[src/rtl/echo_sequencer_if.sv]
// rtl/echo_sequencer_if.sv - ADC, delay RAM and DAC signal bundle for the echo sequencer
// master = sequencer side, slave = ADC/RAM/DAC side.
interface echo_sequencer_if #(
  parameter int ADDR_W = 13,
  parameter int DW     = 10
);
  logic              adc_start;
  logic [DW-1:0]     adc_data;
  logic              adc_valid;
  logic [ADDR_W-1:0] ram_addr;
  logic [DW-1:0]     ram_wdata;
  logic              ram_we;
  logic [DW-1:0]     ram_rdata;
  logic [DW-1:0]     dac_data;
  logic              dac_start;

  modport master (
    output adc_start, ram_addr, ram_wdata, ram_we, dac_data, dac_start,
    input  adc_data, adc_valid, ram_rdata
  );

  modport slave (
    input  adc_start, ram_addr, ram_wdata, ram_we, dac_data, dac_start,
    output adc_data, adc_valid, ram_rdata
  );
endinterface

[src/rtl/echo_sequencer.sv]
// rtl/echo_sequencer.sv - per-sample ADC capture, circular delay buffer and echo mix
// One sample per tick: convert, read delayed sample, store new sample, mix, start DAC.
module echo_sequencer #(
  parameter int ADDR_W  = 13,
  parameter int DW      = 10,
  parameter int TIMEOUT = 255
) (
  input  logic              sysclk,
  input  logic              rst_n,
  input  logic              tick,
  input  logic [ADDR_W-1:0] delay_len,
  echo_sequencer_if.master  bus,
  output logic              busy,
  output logic              overrun,
  output logic              adc_timeout
);

  localparam int CW = $clog2(TIMEOUT + 1);
  localparam logic [DW-1:0] MID   = DW'(1 << (DW - 1));
  localparam logic [DW:0]   MID_W = (DW + 1)'(1 << (DW - 1));
  localparam logic signed [DW+1:0] Y_MAX = (DW + 2)'((1 << (DW - 1)) - 1);
  localparam logic signed [DW+1:0] Y_MIN = (DW + 2)'(-(1 << (DW - 1)));

  typedef enum logic [2:0] {
    IDLE, ADC_WAIT, RD_ADDR, RD_DATA, WRITE, MIX, DAC_GO
  } state_t;

  state_t            state;
  logic [ADDR_W-1:0] wr_ptr;
  logic [ADDR_W-1:0] addr_q;
  logic [ADDR_W-1:0] rd_addr;
  logic [DW-1:0]     wdata_q;
  logic              we_q;
  logic              adc_start_q;
  logic              dac_start_q;
  logic [DW-1:0]     dac_data_q;
  logic [DW-1:0]     x_q;
  logic [DW-1:0]     d_q;
  logic              zero_q;
  logic              valid_q;
  logic [CW-1:0]     cnt;

  logic signed [DW:0]   s;
  logic signed [DW:0]   e;
  logic signed [DW+1:0] y;
  logic [DW-1:0]        r;

  assign rd_addr = wr_ptr - delay_len;

  // The read address goes straight out in RD_ADDR so delay_len is taken in that cycle.
  assign bus.ram_addr  = (state == RD_ADDR) ? rd_addr : addr_q;
  assign bus.ram_wdata = wdata_q;
  assign bus.ram_we    = we_q;
  assign bus.adc_start = adc_start_q;
  assign bus.dac_start = dac_start_q;
  assign bus.dac_data  = dac_data_q;

  assign busy    = (state != IDLE);
  assign overrun = tick & busy;

  always_comb begin
    s = $signed({1'b0, x_q} - MID_W);
    e = $signed({1'b0, d_q} - MID_W);
    y = $signed({s[DW], s}) + $signed({e[DW], e[DW], e[DW:1]});
    if (y > Y_MAX) begin
      r = '1;
    end else if (y < Y_MIN) begin
      r = '0;
    end else begin
      r = {~y[DW-1], y[DW-2:0]};
    end
  end

  always_ff @(posedge sysclk or negedge rst_n) begin
    if (!rst_n) begin
      state       <= IDLE;
      wr_ptr      <= '0;
      addr_q      <= '0;
      wdata_q     <= '0;
      we_q        <= 1'b0;
      adc_start_q <= 1'b0;
      dac_start_q <= 1'b0;
      dac_data_q  <= MID;
      adc_timeout <= 1'b0;
      x_q         <= MID;
      d_q         <= MID;
      zero_q      <= 1'b0;
      valid_q     <= 1'b1;
      cnt         <= '0;
    end else begin
      valid_q     <= bus.adc_valid;
      adc_start_q <= 1'b0;
      dac_start_q <= 1'b0;
      adc_timeout <= 1'b0;
      we_q        <= 1'b0;
      case (state)
        IDLE: begin
          if (tick) begin
            state       <= ADC_WAIT;
            adc_start_q <= 1'b1;
            cnt         <= '0;
          end
        end
        ADC_WAIT: begin
          if (bus.adc_valid && !valid_q) begin
            x_q   <= bus.adc_data;
            state <= RD_ADDR;
          end else if (cnt == CW'(TIMEOUT - 1)) begin
            x_q         <= MID;
            adc_timeout <= 1'b1;
            state       <= RD_ADDR;
          end else begin
            cnt <= cnt + 1'b1;
          end
        end
        RD_ADDR: begin
          addr_q <= rd_addr;
          zero_q <= (delay_len == '0);
          state  <= RD_DATA;
        end
        RD_DATA: begin
          d_q     <= zero_q ? MID : bus.ram_rdata;
          addr_q  <= wr_ptr;
          wdata_q <= x_q;
          we_q    <= 1'b1;
          state   <= WRITE;
        end
        WRITE: begin
          state <= MIX;
        end
        MIX: begin
          dac_data_q  <= r;
          dac_start_q <= 1'b1;
          state       <= DAC_GO;
        end
        DAC_GO: begin
          wr_ptr <= wr_ptr + 1'b1;
          state  <= IDLE;
        end
        default: state <= IDLE;
      endcase
    end
  end

endmodule

[src/flat_wrapper.sv]
// flat-port wrapper written by rule: the top's interface ports become plain ports
module echo_sequencer_flat 
#(
  parameter int ADDR_W  = 13,
  parameter int DW      = 10,
  parameter int TIMEOUT = 255
)
  (sysclk, rst_n, tick, delay_len, busy, overrun, adc_timeout, bus_adc_start, bus_ram_addr, bus_ram_wdata, bus_ram_we, bus_dac_data, bus_dac_start, bus_adc_data, bus_adc_valid, bus_ram_rdata);
  echo_sequencer_if #(.ADDR_W(ADDR_W), .DW(DW)) bus_i ();
  input  logic sysclk;
  input  logic rst_n;
  input  logic tick;
  input  logic [ADDR_W-1:0] delay_len;
  output logic busy;
  output logic overrun;
  output logic adc_timeout;
  output wire logic [$bits(bus_i.adc_start)-1:0] bus_adc_start;
  output wire logic [$bits(bus_i.ram_addr)-1:0] bus_ram_addr;
  output wire logic [$bits(bus_i.ram_wdata)-1:0] bus_ram_wdata;
  output wire logic [$bits(bus_i.ram_we)-1:0] bus_ram_we;
  output wire logic [$bits(bus_i.dac_data)-1:0] bus_dac_data;
  output wire logic [$bits(bus_i.dac_start)-1:0] bus_dac_start;
  input wire logic [$bits(bus_i.adc_data)-1:0] bus_adc_data;
  input wire logic [$bits(bus_i.adc_valid)-1:0] bus_adc_valid;
  input wire logic [$bits(bus_i.ram_rdata)-1:0] bus_ram_rdata;
  assign bus_adc_start = bus_i.adc_start;
  assign bus_ram_addr = bus_i.ram_addr;
  assign bus_ram_wdata = bus_i.ram_wdata;
  assign bus_ram_we = bus_i.ram_we;
  assign bus_dac_data = bus_i.dac_data;
  assign bus_dac_start = bus_i.dac_start;
  assign bus_i.adc_data = bus_adc_data;
  assign bus_i.adc_valid = bus_adc_valid;
  assign bus_i.ram_rdata = bus_ram_rdata;
  echo_sequencer #(.ADDR_W(ADDR_W), .DW(DW), .TIMEOUT(TIMEOUT)) u_core (.sysclk(sysclk), .rst_n(rst_n), .tick(tick), .delay_len(delay_len), .bus(bus_i), .busy(busy), .overrun(overrun), .adc_timeout(adc_timeout));
endmodule
[config.mk]
export PLATFORM = sky130hd
export DESIGN_NAME = echo_sequencer_flat
export DESIGN_NICKNAME = d
export VERILOG_FILES = /design/src/rtl/echo_sequencer_if.sv /design/src/rtl/echo_sequencer.sv /design/src/flat_wrapper.sv
export SDC_FILE = /design/constraint.sdc
export NUM_CORES = 1
export LEC_CHECK = 0
export BUFFER_PORTS_ARGS = -buffer_cell sky130_fd_sc_hd__buf_4
export CORE_UTILIZATION = 30
export CTS_CLUSTER_DIAMETER = 150
export DETAILED_ROUTE_END_ITERATION = 8
export PLACE_DENSITY = 0.52
export RECOVER_POWER = 100
export SETUP_SLACK_MARGIN = 0.1
export SLEW_MARGIN = 40
export SYNTH_ARGS = -nofsm -noshare
export SYNTH_HDL_FRONTEND = slang
export SYNTH_SLANG_ARGS = --single-unit
[constraint.sdc]
create_clock -name sysclk -period 3.5 [get_ports sysclk]
set_clock_uncertainty 0.2 [all_clocks]
set_input_delay 0.7 -clock sysclk [delete_from_list [all_inputs] [get_ports sysclk]]
set_output_delay 0.7 -clock sysclk [all_outputs]
set_load 0.03 [all_outputs]
==> results of run 1 <==
-- worst paths after layout --
check                                  startpoint                endpoint  slack [ns]  cells after the start
setup reg to reg                  u_core.state[0]           u_core.cnt[7]        0.58                      7
setup / recovery                     delay_len[2]        bus_ram_addr[12]       -0.14                     10
max in group asynchronous                   rst_n        u_core.wr_ptr[3]        1.02                      1
hold / removal                      bus_adc_valid          u_core.valid_q        0.27                      1
hold reg to reg            u_core.bus.dac_data[9]  u_core.bus.dac_data[9]        0.28                      2
min in group asynchronous                   rst_n  u_core.bus.dac_data[8]        0.75                      1
-- stage by stage --
step	hold WS, ns	area (sq um)	power [mW]
after floorplan	0.204	4680	3.28
after global placement	0.260	5570	4.07
after detailed placement	0.269	5570	4.11
after CTS	0.235	6010	5.20
after global routing	0.271	6010	5.49
final	0.274	6010	5.08
-- repair_timing --
action / 4_1_cts / 5_1_grt
setup endpoints to repair: 8 / 8
buffers inserted: 8 / 7
pin swaps: 9 / 12
gates resized for setup: 18 / 17
-- synthesized netlist by cell type (all sizes together) (8+ instances only) --
library cell  number
xor2              14
inv               28
o21a               8
nor2b              8
clkbuf            10
ha                25
a21o              11
xnor2             12
a22o              11
a21oi             19
o21ai             36
mux2              14
nand3             15
nand2             59
nor2              23
nand2b            10
dfrtp             78
-- logic make-up after synthesis --
group,share of synthesized area (%)
DFF,44.2
buffers and inverters,4.03
AOI/OAI and AO/OA,18.9
adders and majority gates,7.58
muxes,3.82
xor gates and xnor gates,4.89
and+or+nand+nor,16.6
-- report_power, final --
group          switching (mW)  internal, mW  total (mW)
logic                    1.53          1.03        2.56
registers               0.226          1.30        1.53
clock network           0.373         0.623       0.996
total                    2.12          2.96        5.08
-- flip-flops by register name, summed over array words and instances (netlist names), 3 cells and up --
| signal | flops |
|---|---|
| u_core.addr_q | 13 |
| u_core.wr_ptr | 13 |
| u_core.bus.dac_data | 10 |
| u_core.bus.ram_wdata | 10 |
| u_core.x_q | 10 |
| u_core.d_q | 9 |
| u_core.cnt | 8 |
| u_core.state | 3 |
-- critical path, delay by kind of cell --
kind                       cells  cell delay (ns)
buffers and inverters          3             0.32
and+or+nand+nor                3             0.68
AOI/OAI and AO/OA              3             0.80
adders and majority gates      1             0.23
-- area by class of cell --
class / count / share of cell area (%)
Inverter: 28 / 1.83
Clock inverter: 4 / 1.17
Sequential cell: 82 / 34.3
Multi-Input combinational cell: 348 / 42.1
Tap cell: 188 / 3.92
Timing Repair Buffer: 112 / 12.8
Clock buffer: 12 / 3.94
-- routing by layer --
layer | routed length [um] | vias to the layer above | track usage (%) | part of all wire (%)
met2 | 5420 | 80 | 24.2 | 46
li1 | - | 1895 | - | -
met4 | 159 | 0 | 6.17 | 1.4
met5 | 0 | - | 0 | 0
met3 | 486 | 10 | 3.12 | 4.2
met1 | 5610 | 1829 | 20.2 | 48
==> impl_metrics.toml, run 1 <==
[cells_and_area]
layout.core_utilization_pct = 39.7
mostFrequentLayoutCells = "sky130_fd_sc_hd__dfrtp_1 (75), sky130_fd_sc_hd__buf_4 (73), sky130_fd_sc_hd__nand2_1 (59)"
n_fill_cell = 1524
area_delta_synth_final_pct = 29.0
antenna-diode-count = 0
post_layout_nonfiller_instances = 774
post_route_cells_drive_above_1_share_pct = 25.1
nets = 645
multiInputGateArea_sq_um = 2530
register_area_sq_um = 2060
layout.cells.most_common = "sky130_fd_sc_hd__dfrtp_1"

[drt]
route.detailed.vias_per_inst = 4.93
route.vias.total = 3814
wire_per_inst_um = 15.1
final_antenna_net_count = 0
detailed_route_wl_um = 11700
remaining_drc_errors = 0
drtPass1Iterations = 4
initial_drc_count = 173

[logic_synthesis]
synth-seq-area-share_pct = 44.2
netlist_area_sq_um = 4660
ys_types = 58
post-synth-top-area-fraction_pct = 41.9
net_count_of_the_mapped_netlist = 538
yosys_register_bits = 82
asyncSetResetFlopFracSynth_pct = 100
synth_area_leader_cell = "sky130_fd_sc_hd__dfrtp_1"
avgSynthCellArea_sq_um = 9.82
cell_count_after_synthesis = 474
ys.warnings.count = 0
synth_top_cells_by_area = "sky130_fd_sc_hd__dfrtp_1 (42%), sky130_fd_sc_hd__ha_1 (6.7%), sky130_fd_sc_hd__nand2_1 (4.8%)"
synth_ff_type = "sky130_fd_sc_hd__dfrtp_1"
synth_enable_flop_cells = 0

[timing]
min_period_over_period_pct = 104
finalCriticalPeriod_ns = 3.64
report.final.slew_viol_count = 83
tightestPinTransition_ns = 2.06
tightest_slew_margin_relative_to_the_limit_pct = -37.4
totalNegativeSetupSlack_ns = -0.315
layout_setup_ws_ns = -0.140
rsz0062_at_grt = "true"
final-setup-viol-count = 4
timing.fmax_mhz = 275
finalHoldViolCount = 0

[grt]
groute.usage.overall_pct = 15.2
grt_pass1_wl_um = 18800
vias_in_the_first_global_route = 3742
grt-ovfl-total = 0
grt_start_max_net_pins = 83
number_of_antenna_violations_at_the_first_check_in_global_routing = 0

[placement]
place.detailed.instances = 744
post-place-ws_ns = -0.252
globalplace.congestion = 0.867
post-dp-hpwl_um = 8450
port_buffers = 74

[run]
max_cap_viol = 1

[clock_tree]
tritoncts_clock_tree = "done"
max-clock-path-buffers = 2
tritoncts_buffers = 9
cts-htree-levels = 3
path_clk_slew_ns = 0.05
worstSkewPairLatency_ns = 0.35
hold_buffers_post_cts = 0
cts.root.buffer_cell = "sky130_fd_sc_hd__clkbuf_16"
cts_sinks = 82

[run_status]
failed_checks = "capacitance limit, slew limit, setup timing"
status = "finished with violations"

[floorplan]
die-area_sq_um = 16000
io-pin-count = 76
die_w_um = 127
starting_utilization_of_the_core_area_pct = 30.7
core.rowCount = 45
placeableCoreArea_sq_um = 15100
die-height_um = 127

[setup_path]
critical_path.cell_chain = "clkbuf_1 > inv_4 > ha_4 > nor2b_4 > o31a_1 > o41ai_4 > o221ai_2 > or4_4 > nand3_4 > buf_6"
crit_slowest_cell = "sky130_fd_sc_hd__or4_4"
timing.critical_path.arrival_ns = 2.74
crit_required_ns = 2.60
critPathLaunchType = "input port"
critPathMaxStageDelay_ns = 0.47
critPathCaptureType = "output pin"
timing.setup.critical_path_class = "input port to output pin"
worst-path-max-fanout = 3

[pwr]
p_per_area_nw_per_um2 = 846
power.static_leakage_nw = 2.90
max-vdd-ir-drop_v = 0.000315

[hold_path]
timing.hold.worst.class = "input port to flip-flop"
(Power assumes the default switching activity.)
==> inputs of run 2 (changes only) <==
--- a/config.mk
+++ b/config.mk
@@ -9,7 +9,7 @@
 export CORE_UTILIZATION = 30
 export CTS_CLUSTER_DIAMETER = 150
 export DETAILED_ROUTE_END_ITERATION = 8
-export PLACE_DENSITY = 0.52
+export PLACE_DENSITY = 0.53
 export RECOVER_POWER = 100
 export SETUP_SLACK_MARGIN = 0.1
 export SLEW_MARGIN = 40
==> constraint.sdc (replaced) <==
create_clock -name sysclk -period 3 [get_ports sysclk]
set_clock_uncertainty 0.2 [all_clocks]
set_input_delay 0.6 -clock sysclk [delete_from_list [all_inputs] [get_ports sysclk]]
set_output_delay 0.6 -clock sysclk [all_outputs]
set_load 0.03 [all_outputs]
==> run 2 against run 1 <==
Effect of this change: the flow still finishes with violations (capacitance limit, slew limit, setup timing); sequential power up 16%; routed wire length decreased by 2.1%; core utilization rose by 1.1 points; non-clock buffer count up 21; sequential share of layout area fell by 1.0 points; hold slack got worse by 0.10 ns; global-route usage about the same; combinational power increased by 20%; final cell count increased by 2.7%; clock-buffer cell count fell by 2; flip-flop and latch count did not move.
==> impl_metrics.toml, run 2 (synthesis results as in run 1) <==
[floorplan]
die-height_um = 127
core.rowCount = 45
die-area_sq_um = 16000
placeableCoreArea_sq_um = 15100
die_w_um = 127
io-pin-count = 76
starting_utilization_of_the_core_area_pct = 30.7

[timing]
tightestPinTransition_ns = 2.07
timing.fmax_mhz = 283
finalHoldViolCount = 0
rsz0062_at_grt = "true"
report.final.slew_viol_count = 39
tightest_slew_margin_relative_to_the_limit_pct = -38.1
finalHoldWorstSlack_ns = 0.171
layout_setup_ws_ns = -0.533
final-setup-viol-count = 8
finalCriticalPeriod_ns = 3.53
min_period_over_period_pct = 118

[run]
max_cap_viol = 1

[clock_tree]
tritoncts_clock_tree = "done"
cts-htree-levels = 3
tritoncts_buffers = 9
path_clk_slew_ns = 0.06
cts.root.buffer_cell = "sky130_fd_sc_hd__clkbuf_16"
cts_sinks = 82
max-clock-path-buffers = 2
worstSkewPairLatency_ns = 0.34

[grt]
grt_pass1_wl_um = 19200
grt_start_max_net_pins = 46
grt-ovfl-total = 0
groute.usage.overall_pct = 15.2
number_of_antenna_violations_at_the_first_check_in_global_routing = 0
vias_in_the_first_global_route = 3951

[setup_path]
critical_path.cell_chain = "inv_2 > ha_4 > fa_2 > nor2b_4 > o31a_1 > o41ai_4 > o221ai_2 > or4_4 > nand3_4 > buf_6"
timing.setup.critical_path_class = "flip-flop to output pin"
critPathCaptureType = "output pin"
crit_slowest_cell = "sky130_fd_sc_hd__or4_4"
crit-reg2reg-launch = "u_core.state[0]"
critPathMaxStageDelay_ns = 0.46
crit_required_ns = 2.20
timing.critical_path.arrival_ns = 2.73
crit_family = "compound AO/OA/AOI/OAI gates"
critical_path.n_buffers_inverters = 2
worst-path-max-fanout = 4
timing.critical_path.from = "u_core.wr_ptr[0]"
critPathLaunchType = "flip-flop"

[pwr]
power.static_leakage_nw = 3.00
max-vdd-ir-drop_v = 0.000329
p_per_area_nw_per_um2 = 976

[drt]
initial_drc_count = 162
route.detailed.vias_per_inst = 4.82
detailed_route_wl_um = 11400
remaining_drc_errors = 0
wire_per_inst_um = 14.4
route.vias.total = 3829
final_antenna_net_count = 0
drtPass1Iterations = 4

[run_status]
failed_checks = "capacitance limit, slew limit, setup timing"
status = "finished with violations"

[placement]
globalplace.congestion = 0.836
post-dp-hpwl_um = 8830
port_buffers = 74

[cells_and_area]
antenna-diode-count = 0
area_delta_synth_final_pct = 32.8
nets = 666
post_route_cells_drive_above_1_share_pct = 27.3
register_area_sq_um = 2060
multiInputGateArea_sq_um = 2540
n_fill_cell = 1515
layout.cells.most_common = "sky130_fd_sc_hd__buf_4"
largestRegisters = "u_core.addr_q x13, u_core.wr_ptr x13"
mostFrequentLayoutCells = "sky130_fd_sc_hd__buf_4 (90), sky130_fd_sc_hd__dfrtp_1 (78), sky130_fd_sc_hd__nand2_1 (58)"
layout.core_utilization_pct = 40.8

[hold_path]
timing.hold.worst.class = "input port to flip-flop"
min_from = "bus_adc_valid"
run 2: stage by stage:
| step | TNS, ns | std cells | area (sq um) | power [mW] | worst slack (ns) |
|---|---|---|---|---|---|
| final | -2.69 | 795 | 6180 | 6.03 | -0.533 |
| after detailed placement | -2.35 | 771 | 5880 | 4.94 | -0.523 |
| after global placement | -2.27 | 771 | 5880 | 4.88 | -0.494 |
| after global routing | -15.70 | 795 | 6180 | 6.48 | -0.682 |
| after floorplan | -0.189 | 474 | 4780 | 3.90 | -0.189 |
| after CTS | -2.50 | 792 | 6310 | 6.27 | -0.596 |
run 2: metal layers:
layer	global-route usage [%]	part of all wire (%)	vias up
met5	0	0	-
met4	4.89	1.0	0
met3	3.08	2.9	9
met2	25.7	48	60
met1	19.4	48	1821
li1	-	-	1939
run 2: path summary, 6_finish.rpt:
kind                       slack, ns                 end  cells past startpoint
setup reg to reg                0.23       u_core.cnt[5]                      7
max in group asynchronous       0.28  u_core.adc_timeout                      2
setup / recovery               -0.53    bus_ram_addr[12]                     10
min in group asynchronous       0.65   u_core.bus.ram_we                      1
hold / removal                  0.17      u_core.valid_q                      1
hold reg to reg                 0.28    u_core.addr_q[8]                      1
run 2: repair_timing:
item / in CTS / in global routing
resized for setup: 17 / 4
gates cloned: 0 / 0
setup buffers: 5 / 5
setup endpoints to repair: 10 / 18
pin swaps: 18 / 10
hold buffers: 0 / 0
run 2: area by class of cell:
type | count | area share (%)
Clock inverter | 6 | 1.44
Inverter | 28 | 1.90
Multi-Input combinational cell | 348 | 41.1
Timing Repair Buffer | 133 | 14.6
Sequential cell | 82 | 33.3
Clock buffer | 10 | 3.87
Tap cell | 188 | 3.81
run 2: report_power, final:
group,internal (mW),total (mW),switching (mW)
clock network,0.753,1.20,0.445
registers,1.52,1.77,0.257
logic,1.24,3.06,1.82
total,3.51,6.03,2.52
==> inputs of run 3 (changes only) <==
--- a/config.mk
+++ b/config.mk
@@ -9,10 +9,11 @@
 export CORE_UTILIZATION = 30
 export CTS_CLUSTER_DIAMETER = 150
 export DETAILED_ROUTE_END_ITERATION = 8
-export PLACE_DENSITY = 0.53
+export PLACE_DENSITY = 0.52
 export RECOVER_POWER = 100
 export SETUP_SLACK_MARGIN = 0.1
 export SLEW_MARGIN = 40
 export SYNTH_ARGS = -nofsm -noshare
 export SYNTH_HDL_FRONTEND = slang
 export SYNTH_SLANG_ARGS = --single-unit
+export TNS_END_PERCENT = 1
==> constraint.sdc (replaced) <==
create_clock -name sysclk -period 4.2 [get_ports sysclk]
set_clock_uncertainty 0.2 [all_clocks]
set_input_delay 0.84 -clock sysclk [delete_from_list [all_inputs] [get_ports sysclk]]
set_output_delay 0.84 -clock sysclk [all_outputs]
set_load 0.03 [all_outputs]
==> run 3 against run 2 <==
Effect of this change: first-iteration DRC count is 19% higher; hold slack better by 0.11 ns; combinational power is 38% lower; die area stayed put; the flow finishes with violations (capacitance limit, slew limit); clock-buffer cell count stayed put; final area is 9.8% lower; largest power group unchanged; critical endpoint unchanged; power is 34% lower; register-to-register slack better by 0.72 ns; core utilization is 4.0 points lower.
==> impl_metrics.toml, run 3 (synthesis results as in run 1) <==
[pwr]
max-vdd-ir-drop_v = 0.000217
power_frac_comb_pct = 47.5
switchingPower_mw = 1.75
p_per_area_nw_per_um2 = 715
power.static_leakage_nw = 2.67
clkPwrFrac_pct = 20.1
swShare_pct = 43.9
power.internal_mw = 2.23
power.sequential.fraction_pct = 32.3

[timing]
min_period_over_period_pct = 96.1
finalHoldViolCount = 0
report.final.slew_viol_count = 61
totalNegativeSetupSlack_ns = 0
tightestPinTransition_ns = 2.75
timing.fmax_mhz = 248
final-setup-viol-count = 0
rsz0062_at_grt = "false"
tightest_slew_margin_relative_to_the_limit_pct = -83.0
layout_setup_ws_ns = 0.163
finalCriticalPeriod_ns = 4.04

[run_status]
failed_checks = "capacitance limit, slew limit"
status = "finished with violations"

[setup_path]
critical_path.cell_chain = "clkbuf_1 > inv_2 > ha_4 > nor2b_4 > o31a_1 > o41ai_4 > o221ai_2 > or4_4 > nand3_2 > buf_6"
timing.critical_path.arrival_ns = 3.00
crit-reg2reg-launch = "u_core.x_q[0]"
worst-path-max-fanout = 4
critPathCaptureType = "output pin"
timing.critical_path.from = "delay_len[2]"
crit_required_ns = 3.16
timing.setup.critical_path_class = "input port to output pin"
crit_slowest_cell = "sky130_fd_sc_hd__or4_4"
critPathLaunchType = "input port"
critPathMaxStageDelay_ns = 0.45

[floorplan]
core.rowCount = 45
placeableCoreArea_sq_um = 15100
die-height_um = 127
starting_utilization_of_the_core_area_pct = 30.7
io-pin-count = 76
die-area_sq_um = 16000
die_w_um = 127

[clock_tree]
worstSkewPairLatency_ns = 0.35
cts_sinks = 82
path_clk_slew_ns = 0.06
tritoncts_clock_tree = "done"
tritoncts_buffers = 9
max-clock-path-buffers = 2
cts.root.buffer_cell = "sky130_fd_sc_hd__clkbuf_16"
hold_buffers_post_cts = 0
cts-htree-levels = 3

[drt]
initial_drc_count = 193
wire_per_inst_um = 15.2
drtPass1Iterations = 4
route.vias.total = 3674
final_antenna_net_count = 0
route.detailed.vias_per_inst = 4.93
detailed_route_wl_um = 11300
remaining_drc_errors = 0

[grt]
grt-ovfl-total = 0
number_of_antenna_violations_at_the_first_check_in_global_routing = 0
grt_start_max_net_pins = 61
grt_pass1_wl_um = 18700
vias_in_the_first_global_route = 3614
groute.usage.overall_pct = 15.0

[cells_and_area]
layout.cells.most_common = "sky130_fd_sc_hd__dfrtp_1"
nets = 616
post_route_cells_drive_above_1_share_pct = 16.2
post_layout_nonfiller_instances = 745
area_delta_synth_final_pct = 19.7
antenna-diode-count = 0
mostFrequentLayoutCells = "sky130_fd_sc_hd__dfrtp_1 (78), sky130_fd_sc_hd__nand2_1 (59), sky130_fd_sc_hd__clkbuf_1 (40)"
largestRegisters = "u_core.addr_q x13, u_core.wr_ptr x13"

[placement]
globalplace.congestion = 0.802
post-place-ws_ns = 0.0644
post-dp-hpwl_um = 8410
port_buffers = 74
place.detailed.instances = 725

[hold_path]
timing.hold.worst.class = "flip-flop to flip-flop"
min_from = "u_core.bus.dac_data[9]"

[run]
max_cap_viol = 1
run 3: cell types whose count changed in the layout (fill, tap and decap cells not counted), moves of 3 or more:
cell	previous run	this run
sky130_fd_sc_hd__buf_4	90	34
sky130_fd_sc_hd__buf_6	8	1
sky130_fd_sc_hd__clkbuf_1	33	40
sky130_fd_sc_hd__clkbuf_2	0	6
sky130_fd_sc_hd__o21ai_0	30	36
sky130_fd_sc_hd__o21ai_2	6	0
sky130_fd_sc_hd__o31ai_1	2	5
sky130_fd_sc_hd__o31ai_4	3	0
run 3: layout make-up:
class / instances / area (sq um)
Clock inverter: 6 / 67.6
Tap cell: 188 / 235
Clock buffer: 10 / 229
Sequential cell: 82 / 2060
Inverter: 28 / 105
Timing Repair Buffer: 83 / 464
Fill cell: 1548 / 9570
Multi-Input combinational cell: 348 / 2410
run 3: per-layer routing:
metal | global-route usage, % | share of wire (%) | up-vias
li1 | - | - | 1834
met1 | 19.7 | 47 | 1743
met2 | 24.7 | 47 | 88
met3 | 3.50 | 4.6 | 9
met4 | 4.32 | 0.93 | 0
met5 | 0 | 0 | -
run 3: power by group through the flow:
stage	clock (mW)	sequential [mW]	combinational (mW)
2_1_floorplan	0	1.42	1.29
3_3_place_gp	0	1.30	2.03
3_5_place_dp	0	1.31	2.05
4_1_cts	0.831	1.30	2.06
5_1_grt	0.856	1.34	2.11
6_report	0.802	1.29	1.89
run 3: stage by stage:
stage	instance area, sq um	hold slack (ns)	utilization (%)	power [mW]
after CTS	5710	0.283	37.7	4.19
after detailed placement	5400	0.270	35.7	3.36
final	5570	0.278	36.8	3.98
after floorplan	4660	0.250	-	2.72
after global placement	5400	0.262	35.7	3.33
after global routing	5570	0.290	36.8	4.31
run 3: final timing paths:
path,slack (ns),cells after the start,endpoint
worst max-delay path,0.16,10,bus_ram_addr[12]
worst min-delay path,0.28,2,u_core.bus.dac_data[9]
worst max register to register,0.95,9,u_core.bus.dac_data[8]
worst min register to register,0.28,2,u_core.bus.dac_data[9]
max in group asynchronous,0.71,2,u_core.wr_ptr[5]
min in group asynchronous,1.32,1,u_core.bus.dac_data[4]
run 3: critical path: cells and delay by family:
family,cells,cell delay [ns]
buf+inv,3,0.32
fa+ha+maj,1,0.25
compound gates,3,0.92
simple gates,3,0.66
run 3: timing repair:
action | CTS | global route
resized for setup | 1 | 6
pin swaps | 1 | 4
setup endpoints to repair | 1 | 1
buffers inserted | 1 | 3
